[config.mk]
export PLATFORM = sky130hd
export DESIGN_NAME = booth_pp_gen
export DESIGN_NICKNAME = d
export VERILOG_FILES = /design/src/rtl/booth_pp_gen.sv
export SDC_FILE = /design/constraint.sdc
export NUM_CORES = 2
export LEC_CHECK = 0
export ABC_AREA = 1
export BUFFER_PORTS_ARGS = -buffer_cell sky130_fd_sc_hd__buf_2
export CAP_MARGIN = 20
export CORE_AREA = 4 4 445 447
export CTS_CLUSTER_DIAMETER = 40
export DETAILED_ROUTE_END_ITERATION = 8
export DIE_AREA = 0 0 449 451
export GPL_TIMING_DRIVEN = 0
export PLACE_DENSITY_LB_ADDON = 0.05
export SYNTH_ARGS = -nofsm -noshare
export SYNTH_HDL_FRONTEND = slang
export SYNTH_SLANG_ARGS = --single-unit
[constraint.sdc]
create_clock -name clk -period 4.22 [get_ports clk]
set_clock_uncertainty 0.05 [all_clocks]
set_input_delay 0.633 -clock clk [delete_from_list [all_inputs] [get_ports clk]]
set_output_delay 0.633 -clock clk [all_outputs]
set_load 0.03 [all_outputs]
[src/rtl/booth_pp_gen.sv]
// -----------------------------------------------------------------------------
// booth_pp_gen
//
// Radix-4 Booth partial-product generator feeding the per-column Wallace-tree
// slices of the 32x32 multiplier.  One operand pair is accepted per operation.
// The 17 Booth partial products are built sequentially and scattered into 64
// column vectors.  Column c holds bit c of every partial product, which is the
// slice of the array one Wallace column needs.  The block then raises
// swt_begin and holds it until the slices report swt_end.
//
// Optional build macro:
//   PP_GEN_DUAL_EN  - two partial products per GEN cycle: 9 GEN cycles instead
//                     of 17.  Column contents are identical in both builds.
//
// Ports:
//   clk        in   system clock, rising edge
//   resetn     in   asynchronous active-low reset
//   mul_start  in   operation request, sampled only while idle
//   mul_signed in   1 = signed operands, latched with mul_start
//   x, y       in   multiplicand / multiplier, latched with mul_start
//   busy       out  high in every state except IDLE
//   pp_valid   out  pp_cols stable and valid (ISSUE)
//   pp_cols    out  column c = bits [NPP*c+NPP-1 : NPP*c], bit i = pp_i[c]
//   swt_begin  out  start/hold to the Wallace slices (ISSUE)
//   swt_end    in   AND of all slice completion flags
//   done       out  one-cycle completion pulse
//
// Timing: a start accepted at edge T gives pp_valid/swt_begin high after edge
// T+18 (T+10 in the dual build).  Each computed row is registered once before
// it is scattered across the 64 columns, so the column write trails the Booth
// computation by one cycle and the wide fan-out starts from a flop.
// -----------------------------------------------------------------------------
module booth_pp_gen #(
    parameter int XLEN = 32,
    parameter int NPP  = (XLEN + 2) / 2,
    parameter int PW   = 2 * XLEN
) (
    input  logic              clk,
    input  logic              resetn,
    input  logic              mul_start,
    input  logic              mul_signed,
    input  logic [XLEN-1:0]   x,
    input  logic [XLEN-1:0]   y,
    output logic              busy,
    output logic              pp_valid,
    output logic [PW*NPP-1:0] pp_cols,
    output logic              swt_begin,
    input  logic              swt_end,
    output logic              done
);

    // Index register must count past the last row (up to NPP+1 in the dual build).
    localparam int IW = $clog2(NPP + 2);

`ifdef PP_GEN_DUAL_EN
    localparam logic [IW-1:0] STEP = IW'(2);
`else
    localparam logic [IW-1:0] STEP = IW'(1);
`endif

    typedef enum logic [1:0] {
        ST_IDLE,
        ST_GEN,
        ST_ISSUE,
        ST_DONE
    } state_t;

    state_t state_q, state_d;

    // Operands stored already extended: X to XLEN+1 bits, Y to XLEN+2 bits.
    logic [XLEN:0]   x_q;
    logic [XLEN+1:0] y_q;
    logic [IW-1:0]   idx_q;

    // One-deep row stage between the Booth selector and the column scatter.
    logic            row_vld_q;
    logic [IW-1:0]   row_idx_q;
    logic [PW-1:0]   row_lo_q;
`ifdef PP_GEN_DUAL_EN
    logic            row_hi_vld_q;
    logic [PW-1:0]   row_hi_q;
    logic [PW-1:0]   pp_hi;
`endif

    logic [NPP-1:0]  col_q [PW];

    logic            gen_more;
    logic            last_write;
    logic [PW-1:0]   pp_lo;

    // -------------------------------------------------------------------------
    // Booth partial product i: recode {Y[2i+1],Y[2i],Y[2i-1]} to a digit in
    // {-2..+2}, apply it to the sign-extended multiplicand with a full two's
    // complement negate, then weight by 4^i.  Everything wraps at PW bits.
    // -------------------------------------------------------------------------
    function automatic logic [PW-1:0] booth_pp(
        input logic [XLEN:0]   xe,
        input logic [XLEN+1:0] ye,
        input logic [IW-1:0]   i
    );
        logic [XLEN+5:0] yz;
        logic [2:0]      grp;
        logic [PW-1:0]   xs;
        logic [PW-1:0]   mag;
        logic            neg;
        // Extra sign padding on top keeps the group select in range for the
        // index one past the last row, which the dual build may evaluate.
        yz  = {{3{ye[XLEN+1]}}, ye, 1'b0};
        grp = yz[{i, 1'b0} +: 3];
        xs  = {{(PW-XLEN-1){xe[XLEN]}}, xe};
        case (grp)
            3'b001, 3'b010, 3'b101, 3'b110: mag = xs;
            3'b011, 3'b100:                 mag = xs << 1;
            default:                        mag = '0;
        endcase
        neg = grp[2] & ~(grp[1] & grp[0]);
        return (neg ? (~mag + PW'(1)) : mag) << {i, 1'b0};
    endfunction

    assign gen_more   = (state_q == ST_GEN) && (idx_q < IW'(NPP));
    // The row stage holds the last row exactly when its low index is NPP-1
    // (in the dual build that row is written alone).
    assign last_write = row_vld_q && (row_idx_q == IW'(NPP - 1));
    assign pp_lo      = booth_pp(x_q, y_q, idx_q);
`ifdef PP_GEN_DUAL_EN
    assign pp_hi      = booth_pp(x_q, y_q, idx_q + IW'(1));
`endif

    // -------------------------------------------------------------------------
    // State register and control path
    // -------------------------------------------------------------------------
    // NOTE: every clocked process uses non-blocking assignments so all flops
    // update together from the values that were present before the edge.
    always_ff @(posedge clk or negedge resetn) begin
        if (!resetn) begin
            state_q <= ST_IDLE;
        end else begin
            state_q <= state_d;
        end
    end

    // NOTE: state_d gets its default before the case so no path leaves it
    // unassigned, which would otherwise infer a latch.
    always_comb begin
        state_d = state_q;
        case (state_q)
            ST_IDLE:  if (mul_start)  state_d = ST_GEN;
            ST_GEN:   if (last_write) state_d = ST_ISSUE;
            ST_ISSUE: if (swt_end)    state_d = ST_DONE;
            ST_DONE:                  state_d = ST_IDLE;
            default:                  state_d = ST_IDLE;
        endcase
    end

    // Outputs decode straight from the state flop, so an asynchronous reset
    // clears them immediately.
    assign busy      = (state_q != ST_IDLE);
    assign pp_valid  = (state_q == ST_ISSUE);
    assign swt_begin = (state_q == ST_ISSUE);
    assign done      = (state_q == ST_DONE);

    // -------------------------------------------------------------------------
    // Operand latch and row index
    // -------------------------------------------------------------------------
    always_ff @(posedge clk or negedge resetn) begin
        if (!resetn) begin
            x_q   <= '0;
            y_q   <= '0;
            idx_q <= '0;
        end else if (state_q == ST_IDLE) begin
            if (mul_start) begin
                x_q   <= {mul_signed & x[XLEN-1], x};
                y_q   <= {{2{mul_signed & y[XLEN-1]}}, y};
                idx_q <= '0;
            end
        end else if (gen_more) begin
            idx_q <= idx_q + STEP;
        end
    end

    // -------------------------------------------------------------------------
    // Row stage
    // -------------------------------------------------------------------------
    always_ff @(posedge clk or negedge resetn) begin
        if (!resetn) begin
            row_vld_q    <= 1'b0;
            row_idx_q    <= '0;
            row_lo_q     <= '0;
`ifdef PP_GEN_DUAL_EN
            row_hi_vld_q <= 1'b0;
            row_hi_q     <= '0;
`endif
        end else begin
            row_vld_q <= gen_more;
            if (gen_more) begin
                row_idx_q    <= idx_q;
                row_lo_q     <= pp_lo;
`ifdef PP_GEN_DUAL_EN
                row_hi_vld_q <= (idx_q + IW'(1)) < IW'(NPP);
                row_hi_q     <= pp_hi;
`endif
            end
        end
    end

    // -------------------------------------------------------------------------
    // Column store: bit c of the registered row lands in column c, bit row_idx.
    // Contents persist after DONE until overwritten by the next operation.
    // -------------------------------------------------------------------------
    // NOTE: this array is deliberately reset, because reset must drive pp_cols
    // to zero; storage with no such requirement would normally be left unreset.
    always_ff @(posedge clk or negedge resetn) begin
        if (!resetn) begin
            for (int c = 0; c < PW; c++) begin
                col_q[c] <= '0;
            end
        end else if (row_vld_q) begin
            for (int c = 0; c < PW; c++) begin
                col_q[c][row_idx_q] <= row_lo_q[c];
`ifdef PP_GEN_DUAL_EN
                if (row_hi_vld_q) begin
                    col_q[c][row_idx_q + IW'(1)] <= row_hi_q[c];
                end
`endif
            end
        end
    end

    for (genvar c = 0; c < PW; c++) begin : g_cols
        assign pp_cols[c*NPP +: NPP] = col_q[c];
    end

endmodule

==> reports/results.txt <==
Status -> finished, violations left
Failing checks -> negative setup slack
Io pins -> 1,161
R2R cell count -> 28
Total number of vias -> 44,800
Synthesis-stage register bit count -> 1,231
Area after DPL -> 57,800 um^2
Gr ovfl total -> 0
Residual DRC -> 0
CTS buffer count -> 235
H-tree Lvls -> 4
Via-per-instance ratio -> 4.72
Endpoints failing setup -> 45
Maximum clock path buffer count -> 3
Crit Path Class -> reg2reg
CP top delay family -> simple AND/OR/NAND/NOR gates
Reg2reg start -> idx_q[0]
EDFF count, synth -> 0
Final worst-path cycle share -> 103%
Worst setup SP type -> flop
Drt first pass iters -> 6
Layout area overhead -> 43.4%
Sink Count -> 1,231
Clock Latency Late Sink -> 860 ps
Width of the chip -> 449 um
DRT iter0 DRCs -> 3,741
Async SR Flop Fraction -> 100%
Finished Core Util -> 35.7%
WP buf/inv -> 6
Slew HR -> 24.2%
TritonCTS clock tree -> yes
R2r endpoint -> row_lo_q[26]
Post-synthesis cell type count -> 44
Unrepaired setup endpoints after global routing -> true
Die height -> 451 um
Largest net degree at the start of global routing -> 156
Final Wtd Congestion -> 0.913
Mapped Area -> 48,400 um^2
Final ANT Viol Nets -> 0
Setup crit end kind -> flop
Max Fanout on Critical Path -> 10
Top cell type's share of synthesized area -> 63.7%
Post-route cell area -> 69,400 um^2
Mean Syn Cell Area -> 9.33 um^2
Top cells by area, synth -> dfrtp_1 64%, nand2_1 13%, o21ai_0 11%
Slowest CP cell -> a311o_1
Starting Density -> 24.9%
Post-detail-place hpwl -> 210,000 um
Mapped Cells -> 5,183
Most common cell in the netlist -> nand2_1
Share of cells above drive strength 1 -> 30.4%
Port Buffers -> 1,160
Top cells by count, synth -> 1,636 x nand2_1, 1,231 x dfrtp_1, 1,071 x o21ai_0, 334 x clkbuf_1, 291 x nand3_1
Max Slew Vio Count -> 0
Number of global-route vias before repair -> 44,900
Syn nets -> 5,260
Worst Max-Slew Pin Slew -> 1140 ps
Setup WS post-layout -> -131 ps
Levels on crit path -> 28
Rows -> 162
Flop2flop setup slack -> -130 ps
Die Area -> 202,000 um^2
Power Density -> 1030 nW/um^2
First-pass GRT wire length -> 378,000 um
Antenna violations before repair -> 19
Seq/Total Area, Yosys -> 63.7%
Max VDD drop -> 0.522 mV
Core area -> 194,000 um^2
Final wirelength -> 273,000 um
CTS root buf -> clkbuf_16
DR WL/cell -> 28.8 um
Cell taking the most area after synthesis -> dfrtp_1
GRT Total Usage -> 26.4%
Post-layout min period -> 4350 ps
Hold Path Class -> in2reg
Clock-pin slew on the worst setup and hold paths -> 50 ps
Arr. time, crit path -> 4960 ps
Critical path destination -> row_lo_q[26]
Max-cap viol count -> 0
Hold Violations, Final -> 0
Pleak -> 35.2 nW
Final Net Count -> 6,789
CP peak stage delay -> 400 ps
Synth Warn # -> 0
FMAX -> 230 MHz
Top FF cell, synth -> dfrtp_1
CP Data Required Time -> 4830 ps
Setup tns final -> -3040 ps
CP startpoint -> idx_q[0]
==> worst register-to-register path, delay by kind of cell (launching register included) <==
| kind | cells | cell delay, ps |
|---|---|---|
| simple gates | 16 | 1760 |
| compound gates | 4 | 820 |
| buf+inv | 6 | 780 |
| flops | 1 | 390 |
| fa+ha+maj | 2 | 360 |
==> layout by cell type, fill, tap and decap left out, drive strengths merged <==
cell type / Yosys / layout
nand2: 1665 / 1665
buf: 52 / 1279
dfrtp: 1231 / 1231
o21ai: 1089 / 1089
clkbuf: 335 / 630
nand3: 314 / 314
inv: 171 / 185
nor2: 154 / 155
a21oi: 77 / 77
dlygate4sd3: 0 / 64
clkinv: 4 / 61
bufinv: 0 / 52
o22ai: 30 / 30
clkinvlp: 0 / 27
diode: 0 / 16
nor3: 8 / 8
ha: 8 / 8
a22oi: 7 / 7
o21bai: 6 / 6
nand4: 5 / 5
o211ai: 5 / 5
a221oi: 4 / 4
xor2: 4 / 4
o32ai: 4 / 4
xnor2: 3 / 3
or2: 2 / 2
o221ai: 1 / 1
a311o: 1 / 1
a32oi: 1 / 1
and2: 1 / 1
a31oi: 1 / 1
==> final cells by class <==
type,instances,area (um^2)
Sequential cell,1231,30800
Timing Repair Buffer,1292,7250
Buffer,386,1610
Tap cell,2542,3180
Multi-Input combinational cell,3391,16900
Antenna cell,16,40.0
Fill cell,20300,125000
Inverter,175,664
Clock buffer,295,6470
Clock inverter,150,2390
==> through the flow <==
stage | hold slack [ps] | setup slack, ps | std cells | total power, mW
2_1_floorplan | 287 | 361 | 5183 | 33.7
3_3_place_gp | 412 | -27700 | 8885 | 46.6
3_5_place_dp | 415 | -952 | 8907 | 46.7
4_1_cts | 0.690 | -216 | 9449 | 70.7
5_1_grt | 35.2 | -373 | 9465 | 75.4
6_report | 71.0 | -131 | 9478 | 71.7
==> how the worst min path moves through the flow <==
stage                         endpoint  depth (start not counted)         start
after CTS                      x_q[32]                          3    mul_signed
final                          x_q[32]                          3    mul_signed
after global routing           x_q[32]                          3    mul_signed
after detailed placement  row_lo_q[57]                          2  row_lo_q[57]
after floorplan               idx_q[0]                          0        resetn
after global placement    pp_cols[558]                          2  pp_cols[558]
==> state kept, by name, summed over array words and instances, names as in the netlist <==
name	cells
idx_q	5
pp_cols	1088
row_idx_q	5
row_lo_q	64
row_vld_q	1
state_q	2
x_q	33
y_q	33
==> cells by family after synthesis <==
| group | Yosys count | share of synthesized area [%] |
|---|---|---|
| buffers and inverters | 562 | 4.61 |
| adders and majority gates | 8 | 0.207 |
| and+or+nand+nor | 2149 | 18.4 |
| xor gates and xnor gates | 7 | 0.127 |
| DFF | 1231 | 63.7 |
| AOI/OAI and AO/OA | 1226 | 13.0 |
==> report_power, final <==
part           switching, mW  leakage, nW  internal (mW)  total (mW)
combinational           25.2         14.3           8.84        34.1
sequential              1.82         16.7           14.9        16.7
clock                   6.89         4.26           14.0        20.9
total                   33.9         35.2           37.8        71.7
==> layer usage <==
metal  up-vias  share of wire [%]  global-route usage [%]
li1      20200                  -                       -
met4         0                4.4                    10.4
met1     22700                 41                    33.1
met2      1504                 48                    43.7
met5         -                  0                       0
met3       359                6.5                    6.51
==> what timing repair did <==
| item | 4_1_cts | 5_1_grt |
|---|---|---|
| hold endpoints to repair | 198 | 0 |
| resized for setup | 264 | 140 |
| gates cloned | 1 | 0 |
| hold buffers | 64 | 0 |
| setup endpoints to repair | 63 | 61 |
| pin swaps | 48 | 55 |
| setup buffers | 33 | 13 |
Power figures use the tool's default switching activity.
